### config.mk
export PLATFORM = sky130hd
export DESIGN_NAME = maze_frame_renderer
export DESIGN_NICKNAME = d
export VERILOG_FILES = /design/src/rtl/maze_pkg.sv /design/src/rtl/maze_raster_counter.sv /design/src/rtl/maze_frame_renderer.sv
export SDC_FILE = /design/constraint.sdc
export NUM_CORES = 1
export LEC_CHECK = 0
export BUFFER_PORTS_ARGS = -buffer_cell sky130_fd_sc_hd__buf_2
export CORE_ASPECT_RATIO = 1.1
export CORE_MARGIN = 4
export CORE_UTILIZATION = 45
export CTS_BUF_LIST = sky130_fd_sc_hd__clkbuf_4
export DETAILED_ROUTE_END_ITERATION = 8
export PLACE_DENSITY_LB_ADDON = 0.05
export SLEW_MARGIN = 40
export SYNTH_ARGS = -nofsm -noshare
export SYNTH_HDL_FRONTEND = slang
export SYNTH_SLANG_ARGS = --single-unit
export TNS_END_PERCENT = 10
### constraint.sdc
create_clock -name clock -period 2.52 [get_ports clock]
set_clock_uncertainty 0.05 [all_clocks]
set_input_delay 0.126 -clock clock [delete_from_list [all_inputs] [get_ports clock]]
set_output_delay 0.126 -clock clock [all_outputs]
set_load 0.01 [all_outputs]
### src/rtl/maze_pkg.sv
// Shared definitions for the maze frame renderer: colours, screen size, FSM states
// and the pixel colour priority.
package maze_pkg;

    localparam logic [15:0] COL_BORDER = 16'h001F;
    localparam logic [15:0] COL_PLAYER = 16'hF800;
    localparam logic [15:0] COL_WALL   = 16'h0000;
    localparam logic [15:0] COL_PATH   = 16'h07E0;

    localparam int unsigned SCREEN_W_DEF = 240;
    localparam int unsigned SCREEN_H_DEF = 320;

    typedef enum logic [2:0] {
        S_IDLE,
        S_WAIT_MAZE,
        S_LATCH,
        S_DRAW,
        S_DONE
    } renderState_t;

    // Border beats player beats wall beats path.
    function automatic logic [15:0] pickColour(input logic inMaze,
                                               input logic isPlayer,
                                               input logic isWall);
        logic [15:0] c;
        if (!inMaze)
            c = COL_BORDER;
        else if (isPlayer)
            c = COL_PLAYER;
        else if (isWall)
            c = COL_WALL;
        else
            c = COL_PATH;
        return c;
    endfunction

endpackage

### src/rtl/maze_raster_counter.sv
// One raster axis: pixel position, sub-pixel position within a tile and tile index.
// The tile index is kept incrementally so no divider is needed.
module maze_raster_counter #(
    parameter int unsigned SIZE = 240,
    parameter int unsigned TILE = 8,
    parameter int unsigned W    = 8
) (
    input  logic         clock,
    input  logic         resetn,
    input  logic         clear,
    input  logic         advance,
    output logic [W-1:0] pixel,
    output logic [W-1:0] tile,
    output logic         last
);

    localparam int unsigned SUB_W = (TILE > 1) ? $clog2(TILE) : 1;

    logic [SUB_W-1:0] sub;

    assign last = (pixel == W'(SIZE - 1));

    always_ff @(posedge clock or negedge resetn) begin
        if (!resetn) begin
            pixel <= '0;
            sub   <= '0;
            tile  <= '0;
        end else if (clear) begin
            pixel <= '0;
            sub   <= '0;
            tile  <= '0;
        end else if (advance) begin
            if (last) begin
                pixel <= '0;
                sub   <= '0;
                tile  <= '0;
            end else begin
                pixel <= pixel + 1'b1;
                if (sub == SUB_W'(TILE - 1)) begin
                    sub  <= '0;
                    tile <= tile + 1'b1;
                end else begin
                    sub <= sub + 1'b1;
                end
            end
        end
    end

endmodule

### src/rtl/maze_frame_renderer.sv
// Streams one full LT24 frame of the latched maze, player tile highlighted, over the
// xAddr/yAddr/pixelData/pixelWrite/pixelReady handshake.
module maze_frame_renderer #(
    parameter int unsigned MAZE_W   = 10,
    parameter int unsigned MAZE_H   = 10,
    parameter int unsigned TILE     = 8,
    parameter int unsigned SCREEN_W = maze_pkg::SCREEN_W_DEF,
    parameter int unsigned SCREEN_H = maze_pkg::SCREEN_H_DEF
) (
    input  logic                       clock,
    input  logic                       resetn,
    input  logic [MAZE_W*MAZE_H-1:0]   maze,
    input  logic                       mazeValid,
    input  logic                       start,
    input  logic [3:0]                 playerX,
    input  logic [3:0]                 playerY,
    output logic [7:0]                 xAddr,
    output logic [8:0]                 yAddr,
    output logic [15:0]                pixelData,
    output logic                       pixelWrite,
    input  logic                       pixelReady,
    output logic                       busy,
    output logic                       frameDone
);

    import maze_pkg::*;

    localparam int unsigned CELLS = MAZE_W * MAZE_H;
    localparam int unsigned IDX_W = (CELLS > 1) ? $clog2(CELLS) : 1;

    renderState_t       state;
    logic [CELLS-1:0]   mazeQ;
    logic [3:0]         playerXQ;
    logic [3:0]         playerYQ;
    logic               lastLoaded;

    logic [7:0]         xPix;
    logic [7:0]         xTile;
    logic               xLast;
    logic [8:0]         yPix;
    logic [8:0]         yTile;
    logic               yLast;

    logic               counterClear;
    logic               loadPixel;
    logic               finalAccept;

    logic               inMaze;
    logic               isPlayer;
    logic               isWall;
    logic [IDX_W-1:0]   cellIdx;
    logic [15:0]        colour;

    // Counters run one pixel ahead of the outputs, so the next pixel is ready on acceptance.
    assign counterClear = (state == S_LATCH);
    assign finalAccept  = (state == S_DRAW) && pixelWrite && pixelReady && lastLoaded;
    assign loadPixel    = (state == S_DRAW) && (!pixelWrite || pixelReady) && !finalAccept;

    maze_raster_counter #(
        .SIZE (SCREEN_W),
        .TILE (TILE),
        .W    (8)
    ) xCounter (
        .clock   (clock),
        .resetn  (resetn),
        .clear   (counterClear),
        .advance (loadPixel),
        .pixel   (xPix),
        .tile    (xTile),
        .last    (xLast)
    );

    maze_raster_counter #(
        .SIZE (SCREEN_H),
        .TILE (TILE),
        .W    (9)
    ) yCounter (
        .clock   (clock),
        .resetn  (resetn),
        .clear   (counterClear),
        .advance (loadPixel && xLast),
        .pixel   (yPix),
        .tile    (yTile),
        .last    (yLast)
    );

    // An out-of-range player can only match a tile outside the maze, where border wins.
    always_comb begin
        inMaze   = (32'(xTile) < MAZE_W) && (32'(yTile) < MAZE_H);
        isPlayer = (32'(xTile) == 32'(playerXQ)) && (32'(yTile) == 32'(playerYQ));
        cellIdx  = IDX_W'(32'(yTile) * MAZE_W + 32'(xTile));
        isWall   = mazeQ[cellIdx];
        colour   = pickColour(inMaze, isPlayer, isWall);
    end

    always_ff @(posedge clock or negedge resetn) begin
        if (!resetn) begin
            state      <= S_IDLE;
            mazeQ      <= '0;
            playerXQ   <= '0;
            playerYQ   <= '0;
            lastLoaded <= 1'b0;
            xAddr      <= '0;
            yAddr      <= '0;
            pixelData  <= '0;
            pixelWrite <= 1'b0;
            busy       <= 1'b0;
            frameDone  <= 1'b0;
        end else begin
            case (state)
                S_IDLE: begin
                    frameDone <= 1'b0;
                    if (start) begin
                        busy  <= 1'b1;
                        state <= mazeValid ? S_LATCH : S_WAIT_MAZE;
                    end
                end
                S_WAIT_MAZE: begin
                    if (mazeValid)
                        state <= S_LATCH;
                end
                S_LATCH: begin
                    mazeQ      <= maze;
                    playerXQ   <= playerX;
                    playerYQ   <= playerY;
                    lastLoaded <= 1'b0;
                    state      <= S_DRAW;
                end
                S_DRAW: begin
                    if (finalAccept) begin
                        pixelWrite <= 1'b0;
                        busy       <= 1'b0;
                        frameDone  <= 1'b1;
                        state      <= S_DONE;
                    end else if (loadPixel) begin
                        xAddr      <= xPix;
                        yAddr      <= yPix;
                        pixelData  <= colour;
                        pixelWrite <= 1'b1;
                        lastLoaded <= xLast && yLast;
                    end
                end
                S_DONE: begin
                    frameDone <= 1'b0;
                    state     <= S_IDLE;
                end
                default: state <= S_IDLE;
            endcase
        end
    end

endmodule
# == Yosys cells after proc, flatten, opt, wreduce, memory -nomap -nowiden ==
# Cells that the tools add are included.
# totals
ff_bits,188
latch_bits,0
ram_bits,0
romBits,0
in_bits,113
output_inout_bits,36
wordCells,116
mem_count,0
# op_classes
add_sub_neg,7
n_mul,1
n_div,0
magnitude_cmp,3
eq_ne,15
n_shift,0
n_mux,42
n_bitwise,1
n_reduce_logical,30
# ops
cell,count
9-bit two-way mux,7
8-bit two-way mux,7
3-bit two-way mux,11
16-bit two-way mux,2
9-bit by 1-bit adder with 9-bit output (second input constant),2
8-bit by 1-bit adder with 8-bit output (second input constant),2
3-bit one-hot mux with 4 select lines,1
3-bit AND reduction,4
2-bit nonzero test,6
11-bit two-way mux,1
2-bit != test (second input constant),5
3-bit == test (second input constant),3
9-bit by 4-bit == test with 1-bit output,1
9-bit == test (second input constant),1
1-bit logical AND,9
9-bit by 4-bit less-than comparator with 1-bit output (second input constant),1
9-bit by 3-bit multiplier with 6-bit output (second input constant),1
8-bit by 4-bit == test with 1-bit output,1
8-bit == test (second input constant),1
7-bit by 8-bit less-than comparator with 1-bit output (second input constant),1
8-bit by 4-bit less-than comparator with 1-bit output (second input constant),1
1-bit two-way mux,8
2-bit AND reduction,4
7-bit adder,1
other kinds (12),18

# == Longest topological paths before layout ==
# logic_depth
depth_word,9
mapped_depth,11
depth_no_buf,11

# == Modules after synthesis ==
# Synthesis repeated with hierarchy kept, for this count alone.
# unflattened
hier_cells,681
area_unflattened_um2,8665.8
# modules_own_cells
module,n_inst,cells_per_inst,area_per_inst_um2,seq_area_each_um2
maze_frame_renderer,1,437,6399.9,3378.2
maze_raster_counter (yCounter),1,131,1207.4,525.5
maze_raster_counter (xCounter),1,113,1058.5,475.5

# == Worst setup path after synthesis ==
# No wires, ideal clock.
# synth_timing
path_kind,register to register
start,register yCounter.tile[0]
end,register pixelData[10]
setup_ns,0.087
t_arrival_ns,2.591
required_time_ns,2.383
setup_slack_ns,-0.208
path_stages_with_launch,12
path_buffers,2
synth_period_minus_slack_ns,2.728
cell_sequence,dfrtp_1 -> ha_1 -> ha_1 -> xor2_1 -> buf_2 -> buf_2 -> mux4_2 -> mux2i_1 -> nand2_1 -> a21oi_1 -> o22ai_1 -> a211oi_2
# synth_between
elab_chain_len,7
word_cells_on_any_way,11
classes_between,add/sub (1); mul (1); order compare (1); eq/ne (1); mux (5); reduce/logical (2)
# synth_rtl
item,line,text
start: declaration,maze_raster_counter.sv:13,"output logic [W-1:0] tile,"
start signal: assignment,maze_raster_counter.sv:41,tile <= tile + 1'b1;
9-bit by 3-bit multiplier with 6-bit output,maze_frame_renderer.sv:91,cellIdx = IDX_W'(32'(yTile) * MAZE_W + 32'(xTile));
7-bit adder,maze_frame_renderer.sv:91,
1-bit binary-select mux with 7-bit select,maze_frame_renderer.sv:92,isWall = mazeQ[cellIdx];
1-bit two-way mux (not written as such),maze_frame_renderer.sv:92,
11-bit two-way mux,maze_pkg.sv:30,else if (isWall)
16-bit two-way mux,maze_pkg.sv:28,else if (isPlayer)
16-bit two-way mux *,maze_pkg.sv:26,if (!inMaze)
end signal: assignment,maze_frame_renderer.sv:138,pixelData <= colour;
end: declaration,maze_frame_renderer.sv:19,"output logic [15:0] pixelData,"
# Every way passes the cells marked *; elsewhere a longest branch is shown, timed or not. The select of a mux whose other input is x is not followed.
# A chain may end at the register's enable or synchronous reset.

# == Final worst setup path ==
# layout_timing
start,register yCounter.tile[1]
end,register pixelData[10]
# The elaborated chain is that of the path after synthesis.

==> impl_summary.log <==
INFO  metric run_status = complete, but fails checks
INFO  metric failing_checks = negative setup slack
INFO  metric critPathMaxFanout = 3
INFO  metric endpoint_arrival_time_on_the_critical_path = 3.10 ns
INFO  metric hpwl_after_dpl = 14.5 mm
INFO  metric post_synth_edffs = 0
INFO  metric pin_count = 149
INFO  metric synth-main-ff-cell = sky130_fd_sc_hd__dfrtp_1
INFO  metric cts_tree = yes
INFO  metric post-route-min-period = 2.66 ns
INFO  metric synth_async_sr_flop_share = 100%
INFO  metric final_core_util = 61.0%
INFO  metric setup_ws = -0.141 ns
INFO  metric grt_use_total = 20.9%
INFO  metric timing.critical_path.required = 2.96 ns
INFO  metric finalInstanceArea = 11300 µm²
INFO  metric timing.fmax = 376 MHz
INFO  metric gpl.final_weighted_congestion = 0.808
INFO  metric syn2layout_area_growth = 32.4%
INFO  metric fp.dieH = 152 µm
INFO  metric detailed_route_wire_length_per_cell = 14.9 µm
INFO  metric ff2ff_setup_slack = -0.14 ns
INFO  metric placed_cells_incl_taps = 1307
INFO  metric antenna_found_initial = 1
INFO  metric synth_cell_type_count = 50
INFO  metric timing.setup.critical_path_class = reg2reg
INFO  metric power_density = 658 nW/µm²
INFO  metric hold_viol_final = 0
INFO  metric postSynthAreaPerCell = 9.11 µm²
INFO  metric synth_cells = 937
INFO  metric final_cell_count_no_fill = 1456
INFO  metric synth-warning-count = 0
INFO  metric drv_cap = 0
INFO  metric ir_drop = 0.363 mV
INFO  metric path_common_cell = sky130_fd_sc_hd__ha_4
INFO  metric drt_drc_violations_left = 0
INFO  metric leakage = 5.58 nW
INFO  metric fp.coreArea = 18500 µm²
INFO  metric ant_nets = 0
INFO  metric drt_pass1_iterations = 4
INFO  metric post_route_fraction_of_the_period_consumed_by_the_critical_path = 106%
INFO  metric initial_util = 46.0%
INFO  metric pwr_total = 7.44 mW
INFO  metric grt_start_max_net_pins = 108
INFO  metric synth_nets = 1070
INFO  metric end_kind = flip-flop
INFO  metric cpPeakStageDelay = 0.50 ns
INFO  metric synth_area = 8530 µm²
INFO  metric port_buffers = 148
INFO  metric first_pass_grt_wire_length = 36.5 mm
INFO  metric drt_wl_total = 21.6 mm
INFO  metric cts.clk_slew.worst_paths = 0.14 ns
INFO  metric crit_path_top_delay_cell = sky130_fd_sc_hd__fa_1
INFO  metric vias = 7189
INFO  metric fill_cells = 1639
INFO  metric placedInstanceArea = 9760 µm²
INFO  metric clkLatencyLatePin = 0.57 ns
INFO  metric postSynthRegisterBits = 175
INFO  metric die_area = 21200 µm²
INFO  metric unrepaired_setup_endpoints_after_global_routing = true
INFO  metric floorplan.rows = 52
INFO  metric tritoncts_num_sinks = 175
INFO  metric synth_sequential_area_ratio = 51.3%
INFO  metric worst_hold_path_type = in2async
INFO  metric overflow = 0
INFO  metric cts_max_level = 4
INFO  metric final_layout_size_suffix_gt1_share = 22.7%
INFO  metric worst_slew_pin_slew = 0.634 ns
INFO  metric timing.critical_path.cells = ha_4 > ha_4 > inv_2 > fa_1 > inv_2 > ha_4 > xor2_4 > buf_6 > nor3_2 > and4b_1 > a211oi_2
INFO  metric first_iter_violations = 401
INFO  metric setup.worst_path.start_class = flip-flop
INFO  metric number_of_global_route_vias_before_repair = 7384
INFO  metric cts-root-to-sink-buffers = 2
INFO  metric layout.nets = 1332
INFO  metric numCtsBuffers = 17
INFO  metric viasPerCell = 4.94
INFO  metric maxSlewViolCount = 0
INFO  metric setup_violations = 1
INFO  metric clock-root-buffer = sky130_fd_sc_hd__clkbuf_4
INFO  metric die_x = 139 µm
INFO  metric slew_headroom = 57.6%
## layout by cell type (no fill, tap or decap), types with 5 or more instances in the layout
master	instances
sky130_fd_sc_hd__and3_1	11
sky130_fd_sc_hd__xnor2_1	14
sky130_fd_sc_hd__a21oi_1	29
sky130_fd_sc_hd__nor2b_1	8
sky130_fd_sc_hd__nand2_1	408
sky130_fd_sc_hd__clkbuf_4	19
sky130_fd_sc_hd__ha_1	11
sky130_fd_sc_hd__o21ai_1	9
sky130_fd_sc_hd__dfrtp_1	172
sky130_fd_sc_hd__mux4_2	25
sky130_fd_sc_hd__buf_2	147
sky130_fd_sc_hd__nand4b_1	5
sky130_fd_sc_hd__dlygate4sd3_1	114
sky130_fd_sc_hd__buf_4	34
sky130_fd_sc_hd__o21ai_0	31
sky130_fd_sc_hd__buf_12	7
sky130_fd_sc_hd__mux2i_1	9
sky130_fd_sc_hd__nor2_1	40
sky130_fd_sc_hd__ha_4	7
sky130_fd_sc_hd__nand3_1	16
sky130_fd_sc_hd__nand4_1	6
## registers in the layout (all words and copies together), names as in the netlist
signal,cells
state,3
xCounter.tile,8
playerXQ,4
pixelData,3
busy,1
xAddr,8
yCounter.tile,9
pixelWrite,1
lastLoaded,1
mazeQ,100
yCounter.pixel,9
xCounter.pixel,8
yAddr,9
playerYQ,4
xCounter.sub,3
yCounter.sub,3
frameDone,1
## kinds of logic after synthesis
group	count (synthesis)	synth area share [%]
xor gates and xnor gates	19	1.95
adders and majority gates	20	3.11
buffers and inverters	69	3.93
AOI/OAI and AO/OA	99	6.79
and+or+nand+nor	519	25.0
muxes	36	7.92
DFF	175	51.3
## layout make-up
cell class / instances / area (µm²) / area share, %
Antenna cell: 1 / 2.50 / 0.0221
Clock buffer: 19 / 143 / 1.26
Clock inverter: 13 / 140 / 1.24
Inverter: 6 / 22.5 / 0.199
Multi-Input combinational cell: 693 / 3990 / 35.3
Sequential cell: 175 / 4380 / 38.8
Tap cell: 243 / 304 / 2.69
Timing Repair Buffer: 306 / 2320 / 20.5
## power by group
part | total (mW) | switching (mW) | internal (mW)
clock network | 1.63 | 1.01 | 0.617
registers | 3.78 | 0.418 | 3.36
logic | 2.04 | 0.916 | 1.12
## worst paths after layout
path	cells past startpoint	from	to
setup / recovery	11	yCounter.tile[1]	pixelData[10]
hold / removal	2	resetn	yAddr[2]
setup reg to reg	11	yCounter.tile[1]	pixelData[10]
hold reg to reg	2	mazeQ[10]	mazeQ[10]
max in group asynchronous	3	resetn	mazeQ[52]
min in group clock	4	maze[73]	mazeQ[73]
## critical path: cells and delay by family, from the launching register on
kind / cells / cell delay (ns)
xor gates and xnor gates: 1 / 0.20
DFF: 1 / 0.45
and+or+nand+nor: 2 / 0.35
adders and majority gates: 4 / 1.13
AOI/OAI and AO/OA: 1 / 0.18
buffers and inverters: 3 / 0.23
## synth_stat cells (2+ instances only)
master,instances,area share [%]
sky130_fd_sc_hd__nand2_1,408,18
sky130_fd_sc_hd__dfrtp_1,175,51
sky130_fd_sc_hd__nor2_1,41,1.8
sky130_fd_sc_hd__clkbuf_1,39,1.7
sky130_fd_sc_hd__a21oi_1,31,1.8
sky130_fd_sc_hd__o21ai_0,31,1.8
sky130_fd_sc_hd__mux4_2,25,6.6
sky130_fd_sc_hd__ha_1,18,2.6
sky130_fd_sc_hd__nand3_1,16,0.94
sky130_fd_sc_hd__buf_4,14,1.2
sky130_fd_sc_hd__xnor2_1,14,1.4
sky130_fd_sc_hd__and3_1,11,0.81
sky130_fd_sc_hd__o21ai_1,10,0.59
sky130_fd_sc_hd__mux2i_1,9,1.1
sky130_fd_sc_hd__nor2b_1,8,0.59
sky130_fd_sc_hd__buf_2,7,0.41
sky130_fd_sc_hd__inv_1,6,0.26
sky130_fd_sc_hd__nand4_1,6,0.44
sky130_fd_sc_hd__nand4b_1,5,0.51
sky130_fd_sc_hd__xor2_1,5,0.51
sky130_fd_sc_hd__nand2b_1,4,0.29
sky130_fd_sc_hd__nor3_1,4,0.23
sky130_fd_sc_hd__a21o_1,3,0.26
sky130_fd_sc_hd__nor4_1,3,0.22
sky130_fd_sc_hd__o21a_1,3,0.26
sky130_fd_sc_hd__o31ai_1,3,0.26
sky130_fd_sc_hd__a211oi_1,2,0.18
sky130_fd_sc_hd__a22o_1,2,0.21
sky130_fd_sc_hd__a22oi_1,2,0.18
sky130_fd_sc_hd__a31oi_1,2,0.15
sky130_fd_sc_hd__and2_1,2,0.15
sky130_fd_sc_hd__and4_1,2,0.21
sky130_fd_sc_hd__buf_6,2,0.26
sky130_fd_sc_hd__fa_1,2,0.47
sky130_fd_sc_hd__mux2_2,2,0.26
sky130_fd_sc_hd__nand3b_1,2,0.18
sky130_fd_sc_hd__nor3b_1,2,0.18
sky130_fd_sc_hd__o211ai_1,2,0.18
sky130_fd_sc_hd__o22ai_1,2,0.15
sky130_fd_sc_hd__or4_1,2,0.18
## layer usage
metal  track usage [%]  vias up  part of all wire, %
li1                  -     3602                    -
met1              27.2     3435                   44
met2              36.3      129                   51
met3              3.48       23                  3.2
met4              5.73        0                  1.6
met5                 0        -                    0
## metrics by stage
stage / hold WS [ns] / setup TNS (ns) / setup WS [ns]
after CTS: 0.0227 / -0.189 / -0.189
after floorplan: -0.220 / -0.0950 / -0.0950
after global placement: 0.112 / -0.158 / -0.158
after global routing: 0.0397 / -0.282 / -0.282
after detailed placement: 0.110 / -0.197 / -0.197
final: 0.0463 / -0.141 / -0.141
## repair_timing
item | 4_1_cts | 5_1_grt
setup buffers | 2 | 1
endpoints found under the setup margin | 1 | 1
hold buffers | 114 | 0
endpoints found under the hold margin | 284 | 0
resized for setup | 7 | 11
pin swaps | 7 | 8
Note: power is estimated with default switching activity, not from simulation.
